File: src/rtl/pdm_pkg.sv
// Shared definitions for the PDM DDR deserializer.
//   pdm_state_e   : clock generator FSM states (IDLE, RUN, DRAIN)
//   DEF_*         : default parameter values for the block
//   HALF, NCH     : half PDM period and channel count at the default sizing
//   cnt_w()       : width of the divider counter for a given CLK_DIV
//   bit_cnt_w()   : width of the per-word bit counter for a given WORD_W
package pdm_pkg;

  typedef enum logic [1:0] {
    IDLE  = 2'd0,
    RUN   = 2'd1,
    DRAIN = 2'd2
  } pdm_state_e;

  localparam int unsigned DEF_NUM_LINES  = 4;
  localparam int unsigned DEF_CLK_DIV    = 8;
  localparam int unsigned DEF_SAMPLE_DLY = 2;
  localparam int unsigned DEF_WORD_W     = 16;

  localparam int unsigned HALF = DEF_CLK_DIV / 2;
  localparam int unsigned NCH  = 2 * DEF_NUM_LINES;

  // Counter holding 0..clk_div-1.
  function automatic int unsigned cnt_w(input int unsigned clk_div);
    return (clk_div > 1) ? $clog2(clk_div) : 1;
  endfunction

  // Counter holding 0..word_w-1.
  function automatic int unsigned bit_cnt_w(input int unsigned word_w);
    return (word_w > 1) ? $clog2(word_w) : 1;
  endfunction

endpackage

File: src/rtl/pdm_ddr_deserializer_clk_gen.sv
// PDM bit clock generator and sample strobe source.
// Ports:
//   clk, rst   : system clock, synchronous active-high reset
//   en         : run request
//   pdm_clk    : registered PDM bit clock, 50% duty, CLK_DIV clk cycles per period
//   rise_stb   : one-cycle strobe SAMPLE_DLY cycles after the pdm_clk rising edge
//   fall_stb   : one-cycle strobe SAMPLE_DLY cycles after the pdm_clk falling edge
//   state_o    : current FSM state (debug / observation)
// Dropping en never truncates a PDM period: the FSM finishes the period it is in
// (DRAIN) before parking in IDLE, so the microphones never see a runt pulse.
module pdm_clk_gen
  import pdm_pkg::*;
#(
  parameter int unsigned CLK_DIV    = DEF_CLK_DIV,
  parameter int unsigned SAMPLE_DLY = DEF_SAMPLE_DLY
) (
  input  logic       clk,
  input  logic       rst,
  input  logic       en,
  output logic       pdm_clk,
  output logic       rise_stb,
  output logic       fall_stb,
  output pdm_state_e state_o
);

  localparam int unsigned CW = cnt_w(CLK_DIV);
  localparam int unsigned HALF_DIV = CLK_DIV / 2;

  localparam logic [CW-1:0] CNT_LAST = CW'(CLK_DIV - 1);
  localparam logic [CW-1:0] CNT_HALF = CW'(HALF_DIV);
  localparam logic [CW-1:0] CNT_RISE = CW'(SAMPLE_DLY);
  localparam logic [CW-1:0] CNT_FALL = CW'(HALF_DIV + SAMPLE_DLY);

  pdm_state_e    state_q, state_d;
  logic [CW-1:0] cnt_q, cnt_d, cnt_inc;
  logic          pdm_clk_q, pdm_clk_d;

  always_comb begin
    cnt_inc = (cnt_q == CNT_LAST) ? '0 : cnt_q + CW'(1);
    state_d = state_q;
    cnt_d   = cnt_q;
    case (state_q)
      IDLE: begin
        cnt_d = '0;
        if (en) state_d = RUN;
      end
      RUN: begin
        cnt_d = cnt_inc;
        if (!en) state_d = DRAIN;
      end
      DRAIN: begin
        // Re-enable wins over the end-of-period exit so cnt never restarts.
        if (en) begin
          state_d = RUN;
          cnt_d   = cnt_inc;
        end else if (cnt_q == CNT_LAST) begin
          state_d = IDLE;
          cnt_d   = '0;
        end else begin
          cnt_d = cnt_inc;
        end
      end
      default: begin
        state_d = IDLE;
        cnt_d   = '0;
      end
    endcase
    // Computed from the next state/count so the registered clock always
    // matches (state != IDLE && cnt < HALF) in the cycle it is visible.
    pdm_clk_d = (state_d != IDLE) && (cnt_d < CNT_HALF);
  end

  always_ff @(posedge clk) begin
    if (rst) begin
      state_q   <= IDLE;
      cnt_q     <= '0;
      pdm_clk_q <= 1'b0;
    end else begin
      state_q   <= state_d;
      cnt_q     <= cnt_d;
      pdm_clk_q <= pdm_clk_d;
    end
  end

  assign pdm_clk  = pdm_clk_q;
  assign rise_stb = (state_q != IDLE) && (cnt_q == CNT_RISE);
  assign fall_stb = (state_q != IDLE) && (cnt_q == CNT_FALL);
  assign state_o  = state_q;

endmodule

File: src/rtl/pdm_ddr_deserializer.sv
// Multi-line PDM microphone front end.
// Generates the PDM bit clock, samples NUM_LINES DDR data lines (two mics per
// line: one in the pdm_clk high half, one in the low half) and packs each of
// the NCH = 2*NUM_LINES channels into WORD_W-bit words, MSB = oldest bit.
// Ports:
//   clk, rst    : system clock, synchronous active-high reset
//   en          : run request for the PDM clock and capture
//   pdm_clk     : PDM bit clock to the microphones
//   pdm_data    : asynchronous DDR data lines
//   out_valid   : a bundle of NCH words is available
//   out_ready   : downstream accepts the bundle
//   out_data    : channel c at [c*WORD_W +: WORD_W]; channel 2k = line k high half,
//                 channel 2k+1 = line k low half
//   overflow    : sticky, a completed bundle was dropped
//   ovf_clr     : clears overflow (a same-cycle drop wins)
// Handshake: a bundle transfers on a cycle where out_valid & out_ready are both 1.
// While out_valid=1 and out_ready=0 out_data holds. A new bundle replaces the
// held one only if it is accepted in that same cycle; otherwise it is dropped.
module pdm_ddr_deserializer
  import pdm_pkg::*;
#(
  parameter int unsigned NUM_LINES  = DEF_NUM_LINES,
  parameter int unsigned CLK_DIV    = DEF_CLK_DIV,
  parameter int unsigned SAMPLE_DLY = DEF_SAMPLE_DLY,
  parameter int unsigned WORD_W     = DEF_WORD_W
) (
  input  logic                            clk,
  input  logic                            rst,
  input  logic                            en,
  output logic                            pdm_clk,
  input  logic [NUM_LINES-1:0]            pdm_data,
  output logic                            out_valid,
  input  logic                            out_ready,
  output logic [2*NUM_LINES*WORD_W-1:0]   out_data,
  output logic                            overflow,
  input  logic                            ovf_clr
);

  localparam int unsigned NCH_L = 2 * NUM_LINES;
  localparam int unsigned BW    = bit_cnt_w(WORD_W);
  localparam logic [BW-1:0] BIT_LAST = BW'(WORD_W - 1);

  logic       rise_stb, fall_stb;
  pdm_state_e clk_state;

  pdm_clk_gen #(
    .CLK_DIV   (CLK_DIV),
    .SAMPLE_DLY(SAMPLE_DLY)
  ) u_clk_gen (
    .clk     (clk),
    .rst     (rst),
    .en      (en),
    .pdm_clk (pdm_clk),
    .rise_stb(rise_stb),
    .fall_stb(fall_stb),
    .state_o (clk_state)
  );

  // Two-flop synchroniser per line.
  logic [NUM_LINES-1:0] sync1_q, sync1_d;
  logic [NUM_LINES-1:0] sync2_q, sync2_d;

  logic [NCH_L-1:0][WORD_W-1:0] sh_q, sh_d;
  logic [BW-1:0]                bit_cnt_q, bit_cnt_d;
  logic                         out_valid_q, out_valid_d;
  logic [NCH_L*WORD_W-1:0]      out_data_q, out_data_d;
  logic                         overflow_q, overflow_d;
  logic                         word_done;
  logic                         ovf_set;

  always_comb begin
    sync1_d = pdm_data;
    sync2_d = sync1_q;
  end

  // Capture path: shift registers and bit counter.
  always_comb begin
    sh_d      = sh_q;
    bit_cnt_d = bit_cnt_q;
    word_done = 1'b0;
    if (clk_state == IDLE) begin
      // Parking in IDLE discards any partial word.
      sh_d      = '0;
      bit_cnt_d = '0;
    end else begin
      for (int k = 0; k < NUM_LINES; k++) begin
        if (rise_stb) sh_d[2*k]   = {sh_q[2*k][WORD_W-2:0], sync2_q[k]};
        if (fall_stb) sh_d[2*k+1] = {sh_q[2*k+1][WORD_W-2:0], sync2_q[k]};
      end
      // The low-half bit closes each PDM period, so the word completes there.
      if (fall_stb) begin
        if (bit_cnt_q == BIT_LAST) begin
          bit_cnt_d = '0;
          word_done = 1'b1;
        end else begin
          bit_cnt_d = bit_cnt_q + BW'(1);
        end
      end
    end
  end

  // Output holding register and overflow.
  always_comb begin
    out_valid_d = out_valid_q;
    out_data_d  = out_data_q;
    ovf_set     = word_done && out_valid_q && !out_ready;
    if (word_done) begin
      if (!out_valid_q || out_ready) begin
        out_valid_d = 1'b1;
        out_data_d  = sh_d;
      end
    end else if (out_valid_q && out_ready) begin
      out_valid_d = 1'b0;
    end
    overflow_d = ovf_set || (overflow_q && !ovf_clr);
  end

  always_ff @(posedge clk) begin
    if (rst) begin
      sync1_q     <= '0;
      sync2_q     <= '0;
      sh_q        <= '0;
      bit_cnt_q   <= '0;
      out_valid_q <= 1'b0;
      out_data_q  <= '0;
      overflow_q  <= 1'b0;
    end else begin
      sync1_q     <= sync1_d;
      sync2_q     <= sync2_d;
      sh_q        <= sh_d;
      bit_cnt_q   <= bit_cnt_d;
      out_valid_q <= out_valid_d;
      out_data_q  <= out_data_d;
      overflow_q  <= overflow_d;
    end
  end

  assign out_valid = out_valid_q;
  assign out_data  = out_data_q;
  assign overflow  = overflow_q;

endmodule

File: config.mk
export PLATFORM = sky130hd
export DESIGN_NAME = pdm_ddr_deserializer
export DESIGN_NICKNAME = d
export VERILOG_FILES = /design/src/rtl/pdm_pkg.sv /design/src/rtl/pdm_ddr_deserializer_clk_gen.sv /design/src/rtl/pdm_ddr_deserializer.sv
export SDC_FILE = /design/constraint.sdc
export NUM_CORES = 1
export LEC_CHECK = 0
export ABC_AREA = 1
export CORE_MARGIN = 2
export CORE_UTILIZATION = 55
export CTS_CLUSTER_DIAMETER = 40
export CTS_CLUSTER_SIZE = 12
export DETAILED_ROUTE_END_ITERATION = 16
export GPL_TIMING_DRIVEN = 0
export PLACE_DENSITY = 0.79
export SLEW_MARGIN = 20
export SYNTH_ARGS = -nofsm -noshare
export SYNTH_HDL_FRONTEND = slang
export SYNTH_SLANG_ARGS = --single-unit
File: constraint.sdc
create_clock -name clk -period 2.8 [get_ports clk]
set_input_delay 0.56 -clock clk [delete_from_list [all_inputs] [get_ports clk]]
set_output_delay 0.56 -clock clk [all_outputs]
set_load 0.01 [all_outputs]
Word level (Yosys, flattened, before mapping)

Cells that the tools add are included.
W data, S select, Z words.

Bits in registers: 276
Logic and storage cells: 71

$add $sub $neg: 2
Magnitude comparators: 1
Equal/unequal tests: 7
Multiplexer cells: 25
Reductions and logical operators: 19

Operators by type and width:

| kind                  | count |
|---|---|
| $mux W128             | 1 |
| $mux W16              | 8 |
| $mux W3               | 3 |
| $mux W2               | 4 |
| $logic_and A1 B1 Y1   | 7 |
| $eq A3 B3 Y1 const B  | 2 |
| $mux W1               | 6 |
| $pmux W2 S3           | 1 |
| $pmux W3 S2           | 1 |
| $reduce_bool A2 Y1    | 3 |
| $add A4 B1 Y4 const B | 1 |
| $eq A4 B4 Y1 const B  | 1 |
| $mux W4               | 1 |
| $reduce_and A2 Y1     | 2 |
| $add A3 B1 Y3 const B | 1 |
| $eq A3 B2 Y1 const B  | 1 |
| $logic_not A1 Y1      | 3 |
| $lt A3 B3 Y1 const B  | 1 |
| $eq A2 B1 Y1 const B  | 1 |
| $eq A2 B2 Y1 const B  | 1 |
| $logic_not A2 Y1      | 1 |
| $logic_or A1 B1 Y1    | 2 |
| $ne A2 B1 Y1 const B  | 1 |
| $reduce_or A2 Y1      | 1 |

Longest topological paths before layout

Depth after elaboration: 7
Mapped depth: 11
Gate-level depth less buffers: 8

By module

From an unflattened synthesis, not the netlist that was laid out.

Cells, all modules: 1673
Area total of the unflattened synthesis: 11516.0 µm²

By module, submodules not included:

| module               | instances | cells an instance | area an instance (µm²) | seq. area each (µm²) |
|---|---|---|---|---|
| pdm_ddr_deserializer | 1         | 1623              | 11134.4                | 5405.2 |
| pdm_clk_gen          | 1         | 50                | 381.6                  | 120.1 |

Least setup slack after synthesis

No wires, ideal clock.

Path type: register to register
Start: register u_clk_gen.state_q[0] (netlist: u_clk_gen.state_o[0])
End: register out_data_q[66] (netlist: out_data[66])
Setup time: 0.070 ns
Arrival time: 1.555 ns
Path slack: 1.174 ns
Stages on the path, launching flop included: 11
Path buffers: 3
Clock period less this slack: 1.626 ns
Cells stage by stage: dfxtp_1 inv_1 ha_1 buf_2 inv_2 buf_4 buf_2 nand4_1 nand2_1 nand2_1 a21oi_1

Longest elaborated chain between the ends: 5
Elaborated cells between the ends (all ways): 9
Classes of those cells: mux (4); reduce/logical (5)

Ends and longest elaborated chain:

| what                        | RTL line                                                               | RTL |
|---|---|---|
| from (decl)                 | pdm_ddr_deserializer_clk_gen.sv:34                                     | `pdm_state_e state_q, state_d;` |
| from (signal assigned)      | pdm_ddr_deserializer_clk_gen.sv:79                                     | `state_q <= state_d;` |
| $reduce_bool A2 Y1          | pdm_ddr_deserializer_clk_gen.sv:86, pdm_ddr_deserializer_clk_gen.sv:87 |  |
| $logic_and A1 B1 Y1         | pdm_ddr_deserializer_clk_gen.sv:87                                     | `assign fall_stb = (state_q != IDLE) && (cnt_q == CNT_FALL);` |
| $mux W1                     | pdm_ddr_deserializer.sv:91                                             | `if (fall_stb) begin` |
| $mux W1                     | pdm_ddr_deserializer.sv:81                                             | `if (clk_state == IDLE) begin` |
| $reduce_and A2 Y1 (no line) | --                                                                     |  |
| to (signal assigned)        | pdm_ddr_deserializer.sv:133                                            | `out_data_q <= out_data_d;` |
| to (decl)                   | pdm_ddr_deserializer.sv:66                                             | `logic [NCH_L*WORD_W-1:0] out_data_q, out_data_d;` |

Several ways; a longest one is shown, not always the timed one.
A chain may end at the register's enable or synchronous reset.

Worst setup path after layout

Start: register u_clk_gen.state_q[0] (netlist: u_clk_gen.state_o[0])
End: register out_data_q[80] (netlist: out_data[80])

Longest elaborated chain between the ends: 5
Elaborated cells between the ends (all ways): 8
Classes of those cells: mux (4); reduce/logical (4)

Ends and longest elaborated chain:

| what                        | RTL line |
|---|---|
| $reduce_bool A2 Y1          | pdm_ddr_deserializer_clk_gen.sv:87 |
| $logic_and A1 B1 Y1         | pdm_ddr_deserializer_clk_gen.sv:87 |
| $mux W1                     | pdm_ddr_deserializer.sv:91 |
| $mux W1                     | pdm_ddr_deserializer.sv:81 |
| $reduce_and A2 Y1 (no line) | -- |

Several ways; a longest one is shown, not always the timed one.

==> run summary <==
fin. max-slew vios - 0
period utilization - 85.0%
CP max stage cell - o21ai_0
Critical Path End Type - flop
Final Critical Period - 2.38 ns
die height - 143 µm
Setup CP Type - flop to flop
share of cells above drive strength 1 - 6.29%
WP data required - 3.27 ns
row count - 50
Synth top cells by count - nand2_1, dfxtp_1, a21oi_1
drt pass-1 iters - 6
FF+latch count, synth - 272
Multi-input gate area - 4350 µm²
area grow syn2layout - 25.5%
initial antenna violation count - 0
startpoint types - flop
VDD IR max - 479 µV
CTS clk-pin slew, worst paths - 0.06 ns
Initial Util - 56.4%
ys async rst share - 0%
NumNets Final - 1,607
Syn Nets - 1,435
Die Width - 143 µm
CP arrival - 2.85 ns
Cell Area, Synth - 10,600 µm²
CTS Hold Bufs - 0
gr usage total - 27.5%
Worst slew margin - 57.3%
Final HPWL DP - 19,700 µm
RePlAce Congestion - 0.864
post-synthesis cell count - 1,418
CTS sink count - 272
status - finished, final reports clean
count leader, synth - nand2_1
pwr dens - 616 nW/µm²
Top delay family on crit path - buffers and inverters
Bufs on Longest Clock Path - 3
Most used DFF post-synth - dfxtp_1
synthesis warning total - 0
drt first-iter violations - 778
pin count of the biggest net entering global routing - 15
ANT nets after route - 0
CTS root buffer - clkbuf_16
Synth area leaders - dfxtp_1, nand2_1, a21oi_1
core area - 18,800 µm²
vias - 10,200
worst hold slack - 0.412 ns
n_diodes - 0
Distinct cells, synth - 21
Worst path max stage delay - 0.50 ns
fillers - 1,519
crit path buf inv count - 4
DRC errors left - 0
register area share after synthesis - 51.3%
Worst-Margin Slew - 0.641 ns
critical-path cell list - inv_1 -> ha_1 -> buf_2 -> inv_2 -> nand3_1 -> buf_2 -> o21ai_0 -> nand2_1 -> a21oi_1
Pleak - 4.97 nW
CP Max Fanout - 10
register area - 5450 µm²
Max Fclk - 420 MHz
PortBufs - 139
max cap viols - 0
RSZ-0062 raised after global routing - no
final hold violations - 0
H-tree level count - 1
number of enable flip-flop cells after synthesis - 0
worst skew pair latency - 0.54 ns
Die Area - 20,400 µm²
Hold Path Class - flop to flop
CTS buffer count - 31
post-DR vias/cell - 5.45
Avg Inst Size Synth - 7.49 µm²
grt ovf - 0
CP most frequent cell - buf_2
setup violators final - 0
drt total wl - 28,500 µm
post-synth top area share - 51.3%
first-pass GRT wire length - 45,800 µm
setup_tns - 0 ns
post-cts resize count - 0
IO Pins - 140
CTS tree - done
routed length per placed instance - 15.2 µm
Util after Layout - 70.8%
vias in the first global route - 9,409
Setup Fix Bufs, Post-CTS - 0
Layout Skew - 0.00610 ns
leading area contributor after synthesis - dfxtp_1
==> logic make-up after synthesis <==
kind of cell               Yosys count  synth area share, %
AOI/OAI and AO/OA                  253                 11.9
DFF                                272                 51.3
buffers and inverters              198                 7.84
and+or+nand+nor                    687                 28.0
adders and majority gates            8                0.942
==> worst register-to-register path, stage by stage (launching register included) <==
cell and delay [ns]:
dfxtp_1 0.36, inv_1 0.09, ha_1 0.25, buf_2 0.22, inv_2 0.25, nand3_1 0.12, buf_2 0.22, o21ai_0 0.50
nand2_1 0.15, a21oi_1 0.15
==> final timing paths <==
check	from	end	slack [ns]	depth (start not counted)
worst max register to register	u_clk_gen.state_o[0]$_SDFF_PP0_	out_data[80]$_SDFFE_PP0P_	0.42	9
worst max-delay path	u_clk_gen.state_o[0]$_SDFF_PP0_	out_data[80]$_SDFFE_PP0P_	0.42	9
worst min register to register	sync1_q[0]$_SDFF_PP0_	sync2_q[0]$_SDFF_PP0_	0.41	2
worst min-delay path	sync1_q[0]$_SDFF_PP0_	sync2_q[0]$_SDFF_PP0_	0.41	2
==> per-layer routing <==
metal	track usage [%]	share of wire (%)	vias to the layer above
met5	0	0	-
met4	8.91	2.8	0
met3	4.09	6.8	54
met2	46.5	47	414
met1	36.2	43	4703
li1	-	-	5006
==> cell type report <==
class | instances | share of cell area [%]
Inverter | 82 | 2.31
Timing Repair Buffer | 139 | 10.4
Clock inverter | 13 | 1.37
Sequential cell | 272 | 40.9
Tap cell | 260 | 2.44
Buffer | 116 | 3.94
Multi-Input combinational cell | 948 | 32.6
Clock buffer | 36 | 6.04
==> sequential cells by signal, indices dropped and copies added (netlist names) <==
register	count
out_valid	1
bit_cnt_q	4
out_data	128
overflow	1
u_clk_gen.cnt_q	3
sh_q	124
u_clk_gen.pdm_clk	1
u_clk_gen.state_o	2
sync2_q	4
sync1_q	4
==> cells in the final DEF, fill, tap and decap left out <==
cell and count:
inv_2 1, ha_1 8, clkinv_2 3, clkbuf_1 61, nand3b_1 2, buf_4 2
a21oi_1 243, clkbuf_8 1, nor2_1 66, o21ai_0 10, nor2_4 3, or2_2 1
inv_6 1, nor3_1 4, buf_6 4, nand4_1 91, nand3_2 1, buf_1 11
bufinv_16 4, clkbuf_16 31, dfxtp_1 272, clkinvlp_4 4, nand3_1 99, clkinv_4 1
clkdlybuf4s50_1 139, inv_1 81, buf_2 42, nand2_1 418, nand2_2 2
==> power by group <==
group          switching, W  internal, W  total, W
Clock               0.00156      0.00240   0.00396
Combinational      0.000285    0.0000784  0.000363
Sequential       0.00000757      0.00388   0.00389
==> through the flow <==
| step | instances | power [W] | cell area, µm² | worst slack, ns |
|---|---|---|---|---|
| finish | 1866 | 0.00821 | 13300 | 0.419 |
| global route | 1866 | 0.00843 | 13300 | 0.361 |
| CTS | 1866 | 0.00822 | 13300 | 0.465 |
| detailed placement | 1817 | 0.00433 | 12300 | 0.130 |
| global placement | 1817 | 0.00432 | 12300 | 0.123 |
| floorplan | 1418 | 0.00420 | 10600 | 1.17 |
Note: power is estimated with default switching activity, not from simulation.
